$ cat src/rtl/piezo_tone_gen.sv
// Piezo driver: turns a 4-bit note code into a half-period-counted square wave and
// overrides it with a retriggerable two-tone miss buzz.
module piezo_tone_gen #(
    parameter int unsigned MISS_LEN   = 25000000,
    parameter int unsigned TONE_SHIFT = 0          // divides every half-period by 2**TONE_SHIFT (simulation only)
) (
    input  logic       clk,
    input  logic       reset,
    input  logic [3:0] note_code,
    input  logic       play_miss,
    input  logic       mute,
    output logic       piezo_pin,
    output logic       miss_active,
    output logic       note_active
);
    localparam int unsigned HALF_W = 18;
    localparam int unsigned DUR_W  = 25;
    localparam int unsigned CODE_W = 4;

    localparam logic [DUR_W-1:0]  HI_END  = DUR_W'(MISS_LEN / 2 - 1);
    localparam logic [DUR_W-1:0]  LO_END  = DUR_W'(MISS_LEN - 1);
    localparam logic [HALF_W-1:0] HI_HALF = HALF_W'(166667 >> TONE_SHIFT);
    localparam logic [HALF_W-1:0] LO_HALF = HALF_W'(250000 >> TONE_SHIFT);

    typedef enum logic [1:0] {
        ST_NOTE,
        ST_MISS_HI,
        ST_MISS_LO
    } state_t;

    state_t              state_q, state_d;
    logic [HALF_W-1:0]   half_q, half_d;
    logic [DUR_W-1:0]    dur_q, dur_d;
    logic                level_q, level_d;
    logic [CODE_W-1:0]   prev_q, prev_d;
    logic [HALF_W-1:0]   half_per;
    logic [HALF_W-1:0]   step_half;
    logic                step_level;

    // Half-period lookup for note codes; zero marks silence.
    function automatic logic [HALF_W-1:0] note_half(input logic [CODE_W-1:0] code);
        logic [HALF_W-1:0] h;
        case (code)
            4'd1:    h = 18'd95555;
            4'd2:    h = 18'd85132;
            4'd3:    h = 18'd75843;
            4'd4:    h = 18'd71586;
            4'd5:    h = 18'd63776;
            4'd6:    h = 18'd56818;
            4'd7:    h = 18'd50620;
            4'd8:    h = 18'd47778;
            default: h = 18'd0;
        endcase
        return h >> TONE_SHIFT;
    endfunction

    function automatic logic note_valid(input logic [CODE_W-1:0] code);
        return (code != 4'd0) && (code <= 4'd8);
    endfunction

    // Next-state and tone-core logic.
    always_comb begin
        state_d    = state_q;
        half_d     = half_q;
        dur_d      = dur_q;
        level_d    = level_q;
        prev_d     = prev_q;
        half_per   = note_half(prev_q);
        step_half  = half_q + 18'd1;
        step_level = level_q;

        if (state_q == ST_MISS_HI) begin
            half_per = HI_HALF;
        end else if (state_q == ST_MISS_LO) begin
            half_per = LO_HALF;
        end

        // >= lets the counter recover at once if the half-period shrinks below it
        if (half_q >= half_per - 18'd1) begin
            step_half  = '0;
            step_level = ~level_q;
        end

        case (state_q)
            ST_NOTE: begin
                prev_d = note_code;
                if ((note_code != prev_q) || !note_valid(note_code)) begin
                    half_d  = '0;
                    level_d = 1'b0;
                end else begin
                    half_d  = step_half;
                    level_d = step_level;
                end
            end
            ST_MISS_HI: begin
                dur_d = dur_q + 25'd1;
                if (dur_q == HI_END) begin
                    state_d = ST_MISS_LO;
                    half_d  = '0;
                    level_d = 1'b0;
                end else begin
                    half_d  = step_half;
                    level_d = step_level;
                end
            end
            ST_MISS_LO: begin
                dur_d = dur_q + 25'd1;
                if (dur_q == LO_END) begin
                    state_d = ST_NOTE;
                    prev_d  = note_code;
                    dur_d   = '0;
                    half_d  = '0;
                    level_d = 1'b0;
                end else begin
                    half_d  = step_half;
                    level_d = step_level;
                end
            end
            default: begin
                state_d = ST_NOTE;
                half_d  = '0;
                level_d = 1'b0;
            end
        endcase

        // A miss request wins over everything, including a same-cycle note change.
        if (play_miss) begin
            state_d = ST_MISS_HI;
            half_d  = '0;
            dur_d   = '0;
            level_d = 1'b0;
        end
    end

    always_ff @(posedge clk or negedge reset) begin
        if (!reset) begin
            state_q     <= ST_NOTE;
            half_q      <= '0;
            dur_q       <= '0;
            level_q     <= 1'b0;
            prev_q      <= '0;
            piezo_pin   <= 1'b0;
            miss_active <= 1'b0;
            note_active <= 1'b0;
        end else begin
            state_q     <= state_d;
            half_q      <= half_d;
            dur_q       <= dur_d;
            level_q     <= level_d;
            prev_q      <= prev_d;
            piezo_pin   <= level_q & ~mute;
            miss_active <= (state_d != ST_NOTE);
            note_active <= (state_d == ST_NOTE) && note_valid(prev_d);
        end
    end

endmodule

$ cat config.mk
export PLATFORM = sky130hd
export DESIGN_NAME = piezo_tone_gen
export DESIGN_NICKNAME = d
export VERILOG_FILES = /design/src/rtl/piezo_tone_gen.sv
export SDC_FILE = /design/constraint.sdc
export NUM_CORES = 1
export LEC_CHECK = 0
export ABC_AREA = 1
export CORE_MARGIN = 2
export CORE_UTILIZATION = 45
export CTS_BUF_LIST = sky130_fd_sc_hd__clkbuf_2 sky130_fd_sc_hd__clkbuf_4 sky130_fd_sc_hd__clkbuf_8
export CTS_CLUSTER_SIZE = 25
export DETAILED_ROUTE_END_ITERATION = 8
export DONT_BUFFER_PORTS = 1
export REMOVE_ABC_BUFFERS = 1
export SLEW_MARGIN = 20
export SYNTH_ARGS = -nofsm -noshare
export SYNTH_HDL_FRONTEND = slang
export SYNTH_SLANG_ARGS = --single-unit
$ cat constraint.sdc
create_clock -name clk -period 3.7 [get_ports clk]
set_clock_uncertainty 0.05 [all_clocks]
set_input_delay 0.185 -clock clk [delete_from_list [all_inputs] [get_ports clk]]
set_output_delay 0.185 -clock clk [all_outputs]
set_load 0.02 [all_outputs]
# Word-level counts from Yosys, hierarchy flattened
# Memory sizes are Yosys's and may differ from the RTL's.
# Cells that the tools add are included.
totals:
  register_bits: 53
  rom_bits: 272
  wordCells: 57
  memories: 1
op_classes:
  addsub: 3
  order_cmp: 3
  n_eq_ne: 5
  mux: 23
  n_bitwise: 3
  reduce_logical: 11
memory_table:
  columns: ["memory", "depth", "width", "read_ports", "rd_ports_with_merged_regs", "write_ports", "line_no", "text"]
  rows:
  - ["(name not given)", 16, 17, 1, 0, 0, "43", "case (code)"]
op_table:
  columns: ["operator", "count"]
  rows:
  - ["18-bit 2-to-1 mux", 7]
  - ["18-bit one-hot mux with 3 select lines", 1]
  - ["25-bit 2-to-1 mux", 2]
  - ["25-bit one-hot mux with 2 select lines", 1]
  - ["25-bit by 1-bit adder with 25-bit output, second input constant", 1]
  - ["25-bit by 24-bit equality test with 1-bit output, second input constant", 1]
  - ["25-bit equality test, second input constant", 1]
  - ["18-bit by 1-bit adder with 18-bit output, second input constant", 1]
  - ["18-bit >= comparator", 1]
  - ["18-bit by 1-bit subtractor with 18-bit output, second input constant", 1]
  - ["4-bit <= comparator, second input constant", 2]
  - ["4-bit one-hot mux with 2 select lines", 1]
  - ["4-bit nonzero test", 2]
  - ["2-bit 2-to-1 mux", 3]
  - ["2-bit one-hot mux with 3 select lines", 1]
  - ["1-bit 2-to-1 mux", 5]
  - ["2-bit logical NOT", 2]
  - ["4-bit 2-to-1 mux", 1]
  - ["4-bit != test", 1]
  - ["1-bit logical AND", 3]
  - ["1-bit one-hot mux with 3 select lines", 1]
  - ["3-bit nonzero test", 1]
  - ["2-bit by 1-bit equality test with 1-bit output, second input constant", 1]
  - ["2-bit equality test, second input constant", 1]
  - ["5 further kinds", 6]

# Depth between registers and ports, before layout
depth:
  ltp_word: 9
  depth_mapped: 24
  ltp_nobuf: 22

# Worst setup path before layout
# No wires, ideal clock.
synth_timing:
  path_type: "register to register"
  from: "register prev_q[0]"
  to: "register half_q[8]"
  setup_time_ns: 0.071
  arrival_ns: 2.991
  required_time_ns: 3.579
  slack_ns: 0.587
  stages_incl_launch_ff: 21
  synth_period_minus_slack_ns: 3.113
  path_cell_list: "dfrtp_1 inv_1 ha_1 or2_4 o211ai_2 nand3_1 nor2_1 nand3_2 nor2_1 nand3_1 xor2_1 ha_1 and3_1 nand2_1 a31oi_1 nor2_1 nand2_1 inv_1 nand2_4 buf_6 nor2_1"
synth_between:
  elab_chain_len: 9
synth_rtl:
  columns: ["item", "line_no", "text"]
  rows:
  - ["start, declared", "35", "logic [CODE_W-1:0] prev_q, prev_d;"]
  - ["start signal, assigned", "150", "prev_q <= prev_d;"]
  - ["memory 16 x 17 bit", null, null]
  - ["18-bit 2-to-1 mux", "74", "end else if (state_q == ST_MISS_LO) begin"]
  - ["18-bit 2-to-1 mux", "72", "if (state_q == ST_MISS_HI) begin"]
  - ["18-bit by 1-bit subtractor with 18-bit output", "79", "if (half_q >= half_per - 18'd1) begin"]
  - ["18-bit >= comparator", "79", null]
  - ["18-bit 2-to-1 mux", "79", null]
  - ["18-bit 2-to-1 mux, on equally long branches", "108, 87, 97", null]
  - ["18-bit one-hot mux with 3 select lines (*)", "84", "case (state_q)"]
  - ["18-bit 2-to-1 mux (*)", "127", "if (play_miss) begin"]
  - ["named net half_d[8]", "32", "logic [HALF_W-1:0] half_q, half_d;"]
  - ["end signal, assigned", "147", "half_q <= half_d;"]
  - ["end, declared", "32", null]
# Mark *: on every way through the listed nets, which the timed path passes. The rest lies on a longest branch.
# A chain may end at the register's enable or synchronous reset.

# Worst setup path after layout
layout_timing:
  from: "register prev_q[1]"
  to: "register half_q[13]"
# Same word-level chain as after synthesis.

==> impl_metrics.ini <==
[worst_setup_path]
crit_fanout = 14
critPathMaxStageDelay_ps = 470
critical_path_buf_inv_count = 3
crit-reg2reg-launch = prev_q[1]
critPathSlowestCell = dfrtp_2
rrSetupSlack_ps = 300
path_depth = 21
critPathKind = flip-flop to flip-flop
path_common_cell = nand2_1
critPathArrivalTime_ps = 3590
path_delay_family = simple AND/OR/NAND/NOR gates
cp-end-kind = flip-flop
worstSetupStartpointType = flip-flop
cp.required_ps = 3890
reg2regPathDepth = 21
crit_chain = inv_1 > ha_1 > a21oi_2 > nor2_1 > nand2_1 > nand2_1 > inv_1 > ha_1 > and3_1 > a31oi_1 > a21oi_1 > ha_1 > nand2_1 > nor2_1 > a211oi_1 > nand2_1 > nand2_1 > nand2_1 > inv_1 > nand2_4 > nor2_1
crit_start = prev_q[1]

[pwr]
comb_power_share_pct = 5.4
pwr-share-clk_pct = 35.2
power_density_nw_per_um2 = 228.9
switchingPower_mw = 0.2411
pwr-share-seq_pct = 59.4
swShare_pct = 24.27
p_leak_nw = 2.014
ir_drop_v = 0.0001508
p_int_mw = 0.7523

[timing]
tightest_slew_ps = 556.8
finalCriticalPeriod_ps = 3397
max_freq_ghz = 0.2943
finalWorstSetupSlack_ps = 302.5
period_share_pct = 91.82
rsz0062_at_grt = no
setup_viol = 0
slew_headroom_pct = 62.74
hold_viol = 0
finalMaxSlewViolations = 0
finalSetupTns_ps = 0

[synth]
syn_avg_cell_area_um2 = 7.257
synthCells = 559
synth-seq-area-share_pct = 32.70
synth_edf_count = 0
ys_warn_count = 0
synth_area_um2 = 4056
synth_area_leaders = dfrtp_1 (33%), nand2_1 (11%), ha_1 (9.9%), nor2_1 (8.5%), inv_1 (6.8%)
synth_seq_cells = 53
yosys.area.top_type = dfrtp_1
synth_flop_cell = dfrtp_1
async_reset_ff_share_pct = 100.0
synth.distinct_cells = 44
synth_top_area_share_pct = 32.70

[worst_hold_path]
hold_start = note_code[2]
whs_path_depth = 2
hp-class = primary input to flip-flop

[final_layout]
n_antenna_cell = 0
nNetsFinal = 610
final_common_cell = nand2_1
drive_above_1_share_pct = 8.231
finish.utilization_pct = 49.77
area_delta_synth_final_pct = 7.002
final_cell_mix = nand2_1 (119), nor2_1 (92), inv_1 (74)

[cts]
ctsRootBufferMaster = clkbuf_8
path_clk_slew_ps = 100
cts.sinks = 53
cts_buffer_depth = 2
htreeDepth = 2
clk_latency_ps = 310
cts_tree = built
cts_made_buffers = 5

[die]
dieWidth_um = 98.95
core_area_um2 = 8721
row_count = 34
initial_core_util_pct = 46.51
die_y_um = 98.95
io-pin-count = 11
die_area_um2 = 9790

[routing]
via_per_inst = 5.177
vias = 3515
drtIter0Drc = 138
drc = 0
wire_per_inst_um = 13.26
first_pass_iters = 6
postRouteAntennaNets = 0
wirelength_mm = 9.003

[grt]
grt_usage_pct = 19.46
grt_max_degree = 54
antenna_found_initial = 0
grt_pass1_wl_mm = 15.71
grt_pass1_vias = 3396
gr-total-overflow = 0

[placed_design]
port_buffers = 0
gp_congestion = 0.9004
hpwl_mm = 6.835
post-place-ws_ps = 316.3

[job]
maxCapViolCount = 0

[outcome]
status = completed
-- power by group through the flow --
| stage | clock network, mW | logic (mW) | registers (mW) |
|---|---|---|---|
| CTS | 0.369 | 0.0545 | 0.590 |
| detailed placement | 0 | 0.0332 | 0.602 |
| floorplan | 0 | 0.0258 | 0.600 |
| finish | 0.350 | 0.0532 | 0.590 |
| global placement | 0 | 0.0323 | 0.602 |
| global route | 0.388 | 0.0613 | 0.592 |
-- final timing paths --
path,endpoint
max in group asynchronous,prev_q[1]
min in group asynchronous,dur_q[8]
worst min-delay path,prev_q[2]
worst max-delay path,half_q[13]
worst min register to register,dur_q[0]
worst max register to register,half_q[13]
-- state kept, by name, summed over array words and instances, names as in the netlist --
register	cells
state_q	2
prev_q	4
miss_active	1
half_q	18
note_active	1
dur_q	25
piezo_pin	1
level_q	1
-- cell usage after synthesis (2+ instances only) --
master,instances
a21oi_2,2
xor2_1,15
o221ai_1,2
nor4_1,3
nand2_2,9
ha_1,32
nand4_1,6
nor3_4,2
dfrtp_1,53
a21oi_1,28
nor2_2,4
o22ai_1,5
nand3_1,24
o21ai_0,16
a31oi_1,5
xnor2_1,10
inv_2,6
buf_6,4
a211oi_1,4
nor4_2,2
nor2_4,2
and3_1,4
inv_1,74
nand2_1,119
mux2i_1,2
buf_2,2
nor3_1,16
nor2_1,92
-- per-stage QoR --
step / hold WS, ps / power, mW / cells / cell area [um^2]
finish: 12.59 / 0.9934 / 679 / 4340
global route: 17.91 / 1.041 / 679 / 4340
CTS: 9.735 / 1.013 / 679 / 4338
detailed placement: -158.6 / 0.6351 / 664 / 4159
global placement: -157.9 / 0.6341 / 664 / 4159
floorplan: -160.6 / 0.6258 / 553 / 4001
-- cell families after synthesis --
| kind of cell | after synthesis | share of synthesized area [%] |
|---|---|---|
| and+or+nand+nor | 288 | 31.68 |
| DFF | 53 | 32.70 |
| muxes | 2 | 0.4935 |
| buffers and inverters | 87 | 8.883 |
| adders and majority gates | 32 | 9.870 |
| xor gates and xnor gates | 25 | 5.398 |
| AOI/OAI and AO/OA | 72 | 10.98 |
-- layer usage --
metal | GRT usage (%) | routed length (um) | vias up | part of all wire (%)
li1 | - | - | 1824 | -
met1 | 28.36 | 4676 | 1623 | 52
met2 | 30.04 | 3942 | 62 | 44
met3 | 3.191 | 321 | 6 | 3.6
met4 | 5.163 | 62 | 0 | 0.69
met5 | 0 | 0 | - | 0
-- timing repair --
action | 4_1_cts | 5_1_grt
setup buffers | 0 | 0
endpoints found under the hold margin | 59 | 0
resized for setup | 0 | 2
setup endpoints to repair | 0 | 2
hold buffers | 7 | 0
-- cell type report --
cell class | instances | area (um^2)
Clock buffer | 7 | 83.83
Timing Repair Buffer | 10 | 110.1
Clock inverter | 1 | 7.507
Tap cell | 108 | 135.1
Multi-Input combinational cell | 419 | 2370
Fill cell | 827 | 4380
Sequential cell | 53 | 1328
Inverter | 81 | 306.5
No activity file was read; power rests on OpenSTA's default activity.
